**src/rtl/sound_pkg.sv**
```systemverilog
// rtl/sound_pkg.sv - sound codes, scheduler state type and event priority helper
package sound_pkg;

  typedef logic [2:0] snd_code_t;

  localparam snd_code_t SND_NONE     = 3'd0;
  localparam snd_code_t SND_SELECT   = 3'd1;
  localparam snd_code_t SND_DESELECT = 3'd2;
  localparam snd_code_t SND_MOVE     = 3'd3;
  localparam snd_code_t SND_CAPTURE  = 3'd4;
  localparam snd_code_t SND_ILLEGAL  = 3'd5;
  localparam snd_code_t SND_PROMOTE  = 3'd6;
  localparam snd_code_t SND_GAMEOVER = 3'd7;

  typedef enum logic [2:0] {
    IDLE      = 3'd0,
    ISSUE     = 3'd1,
    WAIT_BUSY = 3'd2,
    WAIT_DONE = 3'd3,
    GAP       = 3'd4
  } snd_sched_state_t;

  // Highest set bit wins; bit k maps directly to code k.
  function automatic snd_code_t prio_code(input logic [7:1] rise);
    snd_code_t c;
    c = SND_NONE;
    for (int k = 1; k <= 7; k++) begin
      if (rise[k]) c = snd_code_t'(k);
    end
    return c;
  endfunction

endpackage

```
**src/rtl/sound_request_scheduler_if.sv**
```systemverilog
// rtl/sound_request_scheduler_if.sv - game-event and player handshake bundle
interface sound_request_scheduler_if;
  import sound_pkg::*;

  logic [7:1] evt;
  logic       busy;
  snd_code_t  sound_code;
  logic       play_sound;
  logic       pending;
  logic [7:0] drop_cnt;

  modport master (input evt, busy, output sound_code, play_sound, pending, drop_cnt);
  modport slave  (output evt, busy, input sound_code, play_sound, pending, drop_cnt);

endinterface

```
**src/rtl/sound_code_fifo.sv**
```systemverilog
// rtl/sound_code_fifo.sv - circular buffer of sound codes with flush-and-load
module sound_code_fifo
  import sound_pkg::*;
#(
  parameter int DEPTH = 4
) (
  input  logic      clk,
  input  logic      rstn,
  input  logic      i_push,
  input  logic      i_pop,
  input  logic      i_load,
  input  snd_code_t i_data,
  output snd_code_t o_head,
  output snd_code_t o_tail,
  output logic      o_full,
  output logic      o_empty
);

  localparam int AW = $clog2(DEPTH);

  snd_code_t       r_mem [DEPTH];
  logic [AW-1:0]   r_rd;
  logic [AW-1:0]   r_wr;
  logic [AW:0]     r_cnt;
  logic [AW-1:0]   w_tail_idx;
  logic            w_do_push;
  logic            w_do_pop;

  assign o_empty    = (r_cnt == '0);
  assign o_full     = (r_cnt == (AW+1)'(DEPTH));
  assign w_tail_idx = r_wr - AW'(1);
  assign o_head     = r_mem[r_rd];
  assign o_tail     = r_mem[w_tail_idx];
  assign w_do_push  = i_push && (!o_full || i_pop);
  assign w_do_pop   = i_pop && !o_empty;

  // Load beats push/pop: the popped head was already consumed combinationally.
  always_ff @(posedge clk or negedge rstn) begin
    if (!rstn) begin
      r_rd  <= '0;
      r_wr  <= '0;
      r_cnt <= '0;
      for (int i = 0; i < DEPTH; i++) r_mem[i] <= SND_NONE;
    end else if (i_load) begin
      r_mem[0] <= i_data;
      r_rd     <= '0;
      r_wr     <= AW'(1);
      r_cnt    <= (AW+1)'(1);
    end else begin
      if (w_do_push) begin
        r_mem[r_wr] <= i_data;
        r_wr        <= r_wr + AW'(1);
      end
      if (w_do_pop) r_rd <= r_rd + AW'(1);
      if (w_do_push && !w_do_pop)      r_cnt <= r_cnt + (AW+1)'(1);
      else if (!w_do_push && w_do_pop) r_cnt <= r_cnt - (AW+1)'(1);
    end
  end

endmodule

```
**src/rtl/sound_request_scheduler.sv**
```systemverilog
// rtl/sound_request_scheduler.sv - turns game events into paced buzzer play requests
module sound_request_scheduler
  import sound_pkg::*;
#(
  parameter int DEPTH       = 4,
  parameter int ACK_TIMEOUT = 16,
  parameter int GAP_CYCLES  = 1000000
) (
  input logic                        clk,
  input logic                        rstn,
  sound_request_scheduler_if.master  bus
);

  localparam int TW = $clog2(ACK_TIMEOUT + 1);
  localparam int GW = $clog2(GAP_CYCLES + 1);
  localparam logic [TW-1:0] TO_LAST  = TW'(ACK_TIMEOUT - 1);
  localparam logic [GW-1:0] GAP_LAST = GW'(GAP_CYCLES - 1);

  logic [7:1]       r_evt;
  logic [7:1]       r_evt_q;
  logic [7:1]       w_rise;
  snd_code_t        w_code;
  snd_code_t        w_head;
  snd_code_t        w_tail;
  logic             w_full;
  logic             w_empty;
  logic             w_is_over;
  logic             w_coalesce;
  logic             w_push;
  logic             w_pop;
  logic             w_drop_full;
  logic             w_drop_to;
  logic [8:0]       w_drop_sum;
  snd_sched_state_t r_state;
  logic [TW-1:0]    r_to_cnt;
  logic [GW-1:0]    r_gap_cnt;
  snd_code_t        r_code;
  logic             r_play;
  logic             r_pending;
  logic [7:0]       r_drop;

  assign w_rise      = r_evt & ~r_evt_q;
  assign w_code      = prio_code(w_rise);
  assign w_is_over   = (w_code == SND_GAMEOVER);
  assign w_coalesce  = !w_empty && (w_tail == w_code);
  assign w_push      = (w_code != SND_NONE) && !w_is_over && !w_coalesce;
  assign w_pop       = (r_state == IDLE) && !w_empty && !bus.busy;
  assign w_drop_full = w_push && w_full && !w_pop;
  assign w_drop_to   = (r_state == WAIT_BUSY) && !bus.busy && (r_to_cnt == TO_LAST);
  assign w_drop_sum  = {1'b0, r_drop} + {8'd0, w_drop_full} + {8'd0, w_drop_to};

  sound_code_fifo #(.DEPTH(DEPTH)) u_fifo (
    .clk     (clk),
    .rstn    (rstn),
    .i_push  (w_push),
    .i_pop   (w_pop),
    .i_load  (w_is_over),
    .i_data  (w_code),
    .o_head  (w_head),
    .o_tail  (w_tail),
    .o_full  (w_full),
    .o_empty (w_empty)
  );

  always_ff @(posedge clk or negedge rstn) begin
    if (!rstn) begin
      r_evt     <= '0;
      r_evt_q   <= '0;
      r_state   <= IDLE;
      r_to_cnt  <= '0;
      r_gap_cnt <= '0;
      r_code    <= SND_NONE;
      r_play    <= 1'b0;
      r_pending <= 1'b0;
      r_drop    <= '0;
    end else begin
      r_evt     <= bus.evt;
      r_evt_q   <= r_evt;
      r_play    <= 1'b0;
      r_pending <= !w_empty || (r_state != IDLE);
      r_drop    <= w_drop_sum[8] ? 8'hFF : w_drop_sum[7:0];
      case (r_state)
        IDLE: begin
          if (w_pop) begin
            r_code  <= w_head;
            r_play  <= 1'b1;
            r_state <= ISSUE;
          end
        end
        ISSUE: begin
          r_to_cnt <= '0;
          r_state  <= WAIT_BUSY;
        end
        WAIT_BUSY: begin
          if (bus.busy) begin
            r_state <= WAIT_DONE;
          end else if (r_to_cnt == TO_LAST) begin
            r_gap_cnt <= '0;
            r_state   <= GAP;
          end else begin
            r_to_cnt <= r_to_cnt + TW'(1);
          end
        end
        WAIT_DONE: begin
          if (!bus.busy) begin
            r_gap_cnt <= '0;
            r_state   <= GAP;
          end
        end
        GAP: begin
          if (r_gap_cnt == GAP_LAST) r_state <= IDLE;
          else r_gap_cnt <= r_gap_cnt + GW'(1);
        end
        default: r_state <= IDLE;
      endcase
    end
  end

  assign bus.sound_code = r_code;
  assign bus.play_sound = r_play;
  assign bus.pending    = r_pending;
  assign bus.drop_cnt   = r_drop;

endmodule

```
**src/flat_wrapper.sv**
```systemverilog
// flat-port wrapper written by rule: the top's interface ports become plain ports
module sound_request_scheduler_flat import sound_pkg::*;
#(
  parameter int DEPTH       = 4,
  parameter int ACK_TIMEOUT = 16,
  parameter int GAP_CYCLES  = 1000000
)
  (clk, rstn, bus_evt, bus_busy, bus_sound_code, bus_play_sound, bus_pending, bus_drop_cnt);
  sound_request_scheduler_if bus_i ();
  input logic clk;
  input logic rstn;
  input wire logic [$bits(bus_i.evt)-1:0] bus_evt;
  input wire logic [$bits(bus_i.busy)-1:0] bus_busy;
  output wire logic [$bits(bus_i.sound_code)-1:0] bus_sound_code;
  output wire logic [$bits(bus_i.play_sound)-1:0] bus_play_sound;
  output wire logic [$bits(bus_i.pending)-1:0] bus_pending;
  output wire logic [$bits(bus_i.drop_cnt)-1:0] bus_drop_cnt;
  assign bus_i.evt = bus_evt;
  assign bus_i.busy = bus_busy;
  assign bus_sound_code = bus_i.sound_code;
  assign bus_play_sound = bus_i.play_sound;
  assign bus_pending = bus_i.pending;
  assign bus_drop_cnt = bus_i.drop_cnt;
  sound_request_scheduler #(.DEPTH(DEPTH), .ACK_TIMEOUT(ACK_TIMEOUT), .GAP_CYCLES(GAP_CYCLES)) u_core (.clk(clk), .rstn(rstn), .bus(bus_i));
endmodule
```
**config.mk**
```make
export PLATFORM = sky130hd
export DESIGN_NAME = sound_request_scheduler_flat
export DESIGN_NICKNAME = d
export VERILOG_FILES = /design/src/rtl/sound_pkg.sv /design/src/rtl/sound_request_scheduler_if.sv /design/src/rtl/sound_code_fifo.sv /design/src/rtl/sound_request_scheduler.sv /design/src/flat_wrapper.sv
export SDC_FILE = /design/constraint.sdc
export NUM_CORES = 1
export LEC_CHECK = 0
export ABC_AREA = 1
export BUFFER_PORTS_ARGS = -buffer_cell sky130_fd_sc_hd__buf_2
export CAP_MARGIN = 20
export CORE_UTILIZATION = 49
export CTS_BUF_LIST = sky130_fd_sc_hd__clkbuf_16
export DETAILED_ROUTE_END_ITERATION = 12
export GPL_ROUTABILITY_DRIVEN = 0
export HOLD_SLACK_MARGIN = 0.08
export MAX_ROUTING_LAYER = met4
export PLACE_DENSITY = 0.67
export SETUP_SLACK_MARGIN = 0.5
export SYNTH_ARGS = -nofsm -noshare
export SYNTH_HDL_FRONTEND = slang
export SYNTH_SLANG_ARGS = --single-unit
```
**constraint.sdc**
```tcl
create_clock -name clk -period 4.5 [get_ports clk]
set_clock_uncertainty 0.05 [all_clocks]
set_input_delay 0.225 -clock clk [delete_from_list [all_inputs] [get_ports clk]]
set_output_delay 0.225 -clock clk [all_outputs]
set_load 0.02 [all_outputs]
```
Word-level counts from Yosys, hierarchy flattened. Cells that the tools add are included.

Add/subtract/negate cells: 9. $lt $le $gt $ge: 4. Equality and inequality tests: 17. Muxes and demuxes: 42. Bitwise operators: 6. Reductions and logical operators: 38.

Operator list (count): 20-bit 2-to-1 mux (4); 3-bit 2-to-1 mux (20); 20-bit one-hot mux with 3 select lines (1); 20-bit by 1-bit adder with 20-bit output, second input constant (1); 20-bit equality test, second input constant (1); 3-bit one-hot mux with 5 select lines (1); 1-bit logical AND (14); 3-bit binary-select mux with 2-bit select (2); 12-bit bitwise mux (1); 12-bit 2-to-1 mux (1); 2-bit inequality test, second input constant (6); 3-bit nonzero test (4); 5-bit 2-to-1 mux (2); 5-bit one-hot mux with 2 select lines (1); 8-bit by 1-bit adder with 9-bit output (1); 9-bit by 1-bit adder with 9-bit output (1); 3-bit equality test, second input constant (3); 3-bit greater-or-equal comparator, second input constant (3); 2-bit NOT with 3-bit output (3); 1-bit logical NOT (8); 2-bit 2-to-1 mux (4); 8-bit 2-to-1 mux (1); 7-bit AND (1); 7-bit NOT (1); other kinds (22) (31).

Bits in registers: 74. Input port bits: 10. Output and inout port bits: 13. Logic and storage cells: 132.

Logic depth before layout (Yosys ltp).
Word-level depth: 19. Depth in mapped cells: 20. Mapped depth without buffers: 20.

Modules after synthesis. A second synthesis with hierarchy kept.

Cell total of the unflattened synthesis: 513. Area, all modules: 4025.1 µm².

By module, submodules not included: sound_request_scheduler (instances 1, cells each 362, area each 2890.3 µm², seq. area each 1376.3 µm²); sound_code_fifo (instances 1, cells each 151, area each 1134.8 µm², seq. area each 475.5 µm²).

Worst setup path after synthesis. OpenSTA, ideal clock, no wires.

Kind: register to register. Start point: register u_core.u_fifo.r_wr[0]. End point: register u_core.r_drop[5] (netlist: u_core.bus.drop_cnt[5]). Library setup time: 0.070 ns. Arrival: 2.995 ns. Required time: 4.380 ns. Slack: 1.385 ns. Cell stages (with the launch flop): 20. Buffers on the path: 1. Period minus slack after synthesis: 3.115 ns. Cells stage by stage: dfrtp_1 > inv_2 > buf_6 > ha_1 > inv_1 > a21oi_2 > o21ai_1 > nand2_2 > inv_1 > nand2_1 > nand2_1 > nor2_2 > nor2_4 > nand2_1 > fa_1 > inv_1 > ha_1 > nand3_1 > or4_1 > nand3_1.

Cells in the longest elaborated chain, start to end: 14.

Ends and longest elaborated chain: from (decl) (RTL line sound_code_fifo.sv:23) `logic [AW-1:0] r_wr;`; from (signal assigned) (RTL line sound_code_fifo.sv:52) `r_wr <= r_wr + AW'(1);`; 2-bit by 1-bit subtractor with 2-bit output (RTL line sound_code_fifo.sv:31) `assign w_tail_idx = r_wr - AW'(1);`; 2-bit NOT with 3-bit output (implied by the code) (RTL line sound_code_fifo.sv:33) `assign o_tail = r_mem[w_tail_idx];`; 3-bit binary-select mux with 2-bit select (RTL line sound_code_fifo.sv:33); 3-bit 2-to-1 mux (implied by the code) (2 in series) (RTL line sound_code_fifo.sv:33); 3-bit equality test (RTL line sound_request_scheduler.sv:45) `assign w_coalesce = !w_empty && (w_tail == w_code);`; 1-bit logical AND (RTL line sound_request_scheduler.sv:45); 1-bit logical NOT (RTL line sound_request_scheduler.sv:46) `assign w_push = (w_code != SND_NONE) && !w_is_over && !w_coalesce;`; 1-bit logical AND (RTL line sound_request_scheduler.sv:46); 1-bit logical AND (2 in series) (RTL line sound_request_scheduler.sv:48) `assign w_drop_full = w_push && w_full && !w_pop;`; 8-bit by 1-bit adder with 9-bit output (RTL line sound_request_scheduler.sv:50) `assign w_drop_sum = {1'b0, r_drop} + {8'd0, w_drop_full} + {8'd0, w_drop_to};`; 9-bit by 1-bit adder with 9-bit output (RTL line sound_request_scheduler.sv:50); 8-bit 2-to-1 mux (RTL line sound_request_scheduler.sv:81) `r_drop <= w_drop_sum[8] ? 8'hFF : w_drop_sum[7:0];`; to (signal assigned) (RTL line sound_request_scheduler.sv:81); to (decl) (RTL line sound_request_scheduler.sv:40) `logic [7:0] r_drop;`.

No other way between the ends. The select of a mux whose other input is x is not followed. A chain may end at the register's enable or synchronous reset.

Worst setup path after layout. Ends and elaborated chain as after synthesis.

==> results.sh <==
export IMPL_post_route_min_period_ns=3.39
export IMPL_ctsHtreeMaxLevel=3
export IMPL_fin_crit_sh=0.754
export IMPL_synth_cells=466
export IMPL_wl_per_cell_um=13.3
export IMPL_port_buffers=22
export IMPL_start_kind="flop"
export IMPL_regToRegSetupSlack_ns=1.11
export IMPL_intPower_mw=1.66
export IMPL_pre_cts_ws_ns=1.12
export IMPL_synth_distinct_cells=42
export IMPL_rsz0062_at_grt="no"
export IMPL_cts_made_buffers=9
export IMPL_cts_root_buffer="clkbuf_16"
export IMPL_r2r_start="u_core.u_fifo.r_wr[0]"
export IMPL_drive_gt1_frac=0.192
export IMPL_synth_net_count=486
export IMPL_power_frac_clock=0.227
export IMPL_crit_type="flop to flop"
export IMPL_grt_max_degree=75
export IMPL_fin_ws_ns=1.11
export IMPL_leakage_nw=2.13
export IMPL_postRouteAntennaNets=0
export IMPL_vias_per_cell=5.14
export IMPL_synth_ff_type="dfrtp_1"
export IMPL_die_x_um=92.2
export IMPL_yosysTopAreaCellShare=0.465
export IMPL_p_per_area_nw_per_um2=647
export IMPL_clock_sinks=74
export IMPL_hpwl_um=5790
export IMPL_ys_seq_area_frac=0.465
export IMPL_slew_headroom=0.392
export IMPL_drtIter0Drc=145
export IMPL_first_global_vias=3073
export IMPL_p_sw_mw=1.27
export IMPL_power_mw=2.94
export IMPL_ff2ff_path_depth=18
export IMPL_async_flop_share=1.00
export IMPL_synth_edff_count=0
export IMPL_grt_pass1_wl_um=14300
export IMPL_antenna_found_initial=0
export IMPL_coreArea_sq_um=7810
export IMPL_num_rows=32
export IMPL_avgSynthCellArea_sq_um=8.55
export IMPL_postCtsResizedCells=0
export IMPL_hold_viol_final=0
export IMPL_track_usage=0.222
export IMPL_cts_tree="built"
export IMPL_cts_path_max_buffers=2
export IMPL_fmax_ghz=0.295
export IMPL_placed_cells_incl_taps=583
export IMPL_area_growth_pct=13.8
export IMPL_cts_setup_buffers=0
export IMPL_synth_top_cell_by_area="dfrtp_1"
export IMPL_synth_most_common_cell="nand2_1"
export IMPL_finalSetupTns_ns=0
export IMPL_drc=0
export IMPL_die_h_um=92.2
export IMPL_nFillCells=703
export IMPL_critPathArrivalTime_ns=3.61
export IMPL_cap_violations=0
export IMPL_ios=23
export IMPL_crit_fanout=12
export IMPL_setup_violations=0
export IMPL_worstMarginPinSlew_ns=0.912
export IMPL_final_nets=520
export IMPL_routed_wl_um=8080
export IMPL_diodes=0
export IMPL_worst_hold_slack_ns=0.118
export IMPL_clkTransAtPathRegs_ns=0.06
export IMPL_min_path_cells=2
export IMPL_synth_seq_cells=74
export IMPL_holdPathEnd="u_core.bus.play_sound"
export IMPL_yosys_top_cells_count="nand2_1 (84), dfrtp_1 (74), inv_1 (60)"
export IMPL_dr_pass1_iters=5
export IMPL_ys_warnings_count=0
export IMPL_postCtsHoldBufs=8
export IMPL_peakVddDrop_uv=313
export IMPL_critPathCaptureType="flop"
export IMPL_overflow=0
export IMPL_synthTopCellsByArea="dfrtp_1 (46%), nand2_1 (7.9%), inv_1 (5.7%)"
export IMPL_status="completed"
export IMPL_initial_utilization=0.510
export IMPL_reg2reg_to="u_core.bus.drop_cnt[5]"
export IMPL_dieArea_sq_um=8490
export IMPL_hold_class="input port to flop"
export IMPL_clk_latency_ns=0.34
export IMPL_route_vias_total=3123
export IMPL_pwr_share_comb=0.428
export IMPL_p_sw_frac=0.433
export IMPL_holdCritStartpoint="bus_busy"
export IMPL_required_ns=4.72
export IMPL_maxSlewViolCount=0
export IMPL_seq_power_share=0.345
export IMPL_final_cells=607
export IMPL_syn_area_sq_um=3980
-- worst max-delay path by stage --
stage,startpoint,end,depth (start not counted)
6_report,u_core.u_fifo.r_wr[0],u_core.bus.drop_cnt[5],18
5_1_grt,u_core.u_fifo.r_wr[0],u_core.bus.drop_cnt[5],18
4_1_cts,u_core.u_fifo.r_wr[0],u_core.bus.drop_cnt[5],18
3_5_place_dp,u_core.u_fifo.r_wr[0],u_core.bus.drop_cnt[5],18
3_3_place_gp,u_core.u_fifo.r_wr[0],u_core.bus.drop_cnt[5],18
2_1_floorplan,u_core.u_fifo.r_wr[0],u_core.bus.drop_cnt[5],19
-- flip-flops by register name (all words and copies together) (netlist names) --
register	cells
u_core.r_gap_cnt	20
u_core.u_fifo.r_mem	12
u_core.bus.drop_cnt	8
u_core.r_evt	7
u_core.r_evt_q	7
u_core.r_to_cnt	5
u_core.bus.sound_code	3
u_core.r_state	3
u_core.u_fifo.r_cnt	3
u_core.u_fifo.r_rd	2
u_core.u_fifo.r_wr	2
u_core.bus.pending	1
u_core.bus.play_sound	1
-- cell usage in the layout, fill, tap and decap left out, types with 2 or more instances in the layout --
cell type,Yosys,final
nand2_4,5,5
nor3_1,11,11
inv_1,60,60
nor2_4,3,3
clkinv_2,0,2
buf_2,3,21
clkinv_4,0,2
o21ai_1,13,13
inv_2,13,13
nand2_2,12,12
o31ai_1,5,5
nand3_2,7,7
inv_6,0,2
a31oi_1,6,6
o21ai_0,11,11
nor2_1,36,36
o22ai_1,5,5
dlygate4sd3_1,0,8
a21oi_1,19,19
ha_1,8,8
xor2_1,13,13
nor4_1,3,3
o21ai_2,4,4
xnor2_1,2,2
nor2_2,5,5
nor3_2,2,2
clkbuf_16,0,9
nand4_1,9,9
nor3b_1,2,2
o21a_1,3,3
nand3_1,29,29
a21oi_2,2,2
fa_1,2,2
o211ai_1,2,2
nand3b_1,2,2
nand2_1,84,84
dfrtp_1,74,74
-- cells by family (layout without fill, tap and decap cells) --
| group | after synthesis | count (layout) | synth area share |
|---|---|---|---|
| XOR/XNOR | 15 | 15 | 0.0330 |
| adder cells (fa/ha/maj) | 10 | 10 | 0.0352 |
| AO/OA/AOI/OAI | 72 | 72 | 0.109 |
| buffers and inverters | 80 | 119 | 0.0807 |
| flip-flops | 74 | 74 | 0.465 |
| AND/OR/NAND/NOR | 215 | 215 | 0.277 |
-- final cells by class --
cell class | instances | area [sq um] | share of cell area
inverter | 73 | 274 | 0.0604
tap | 102 | 128 | 0.0282
timing repair buffer | 30 | 193 | 0.0425
clock buffer | 9 | 225 | 0.0497
sequential | 74 | 1850 | 0.409
multi-input combinational | 312 | 1810 | 0.399
clock inverter | 7 | 52.6 | 0.0116
-- power groups by stage --
stage | combinational, mW | clock, mW | sequential (mW)
finish | 1.26 | 0.666 | 1.01
CTS | 1.26 | 0.681 | 1.01
detailed placement | 1.24 | 0 | 1.02
floorplan | 0.988 | 0 | 1.02
global placement | 1.21 | 0 | 1.02
global route | 1.42 | 0.716 | 1.04
-- layer usage --
layer / share of wire / GRT usage / wire length [um] / up-vias
met1: 0.48 / 0.297 / 3880 / 1454
met5: 0 / - / 0 / -
met3: 0.045 / 0.0572 / 361 / 8
li1: - / - / - / 1591
met4: 0.013 / 0.0898 / 104 / 0
met2: 0.46 / 0.321 / 3720 / 70
-- metrics by stage --
step,area (sq um),util
after global routing,4530,0.581
after global placement,4180,0.535
after CTS,4530,0.581
after floorplan,3980,-
final,4530,0.581
after detailed placement,4180,0.535
-- critical path, stage by stage, from the launching register on --
cell	delay (ns)
dfrtp_1	0.47
inv_2	0.16
ha_1	0.37
inv_1	0.16
a21oi_2	0.04
o21ai_1	0.09
nand2_2	0.08
inv_1	0.06
nand2_1	0.07
nand2_1	0.10
nor2_2	0.05
nor2_4	0.12
nand2_1	0.08
fa_1	0.35
inv_1	0.08
ha_1	0.19
nand3_1	0.16
or4_1	0.53
nand3_1	0.11
(Power assumes the default switching activity.)
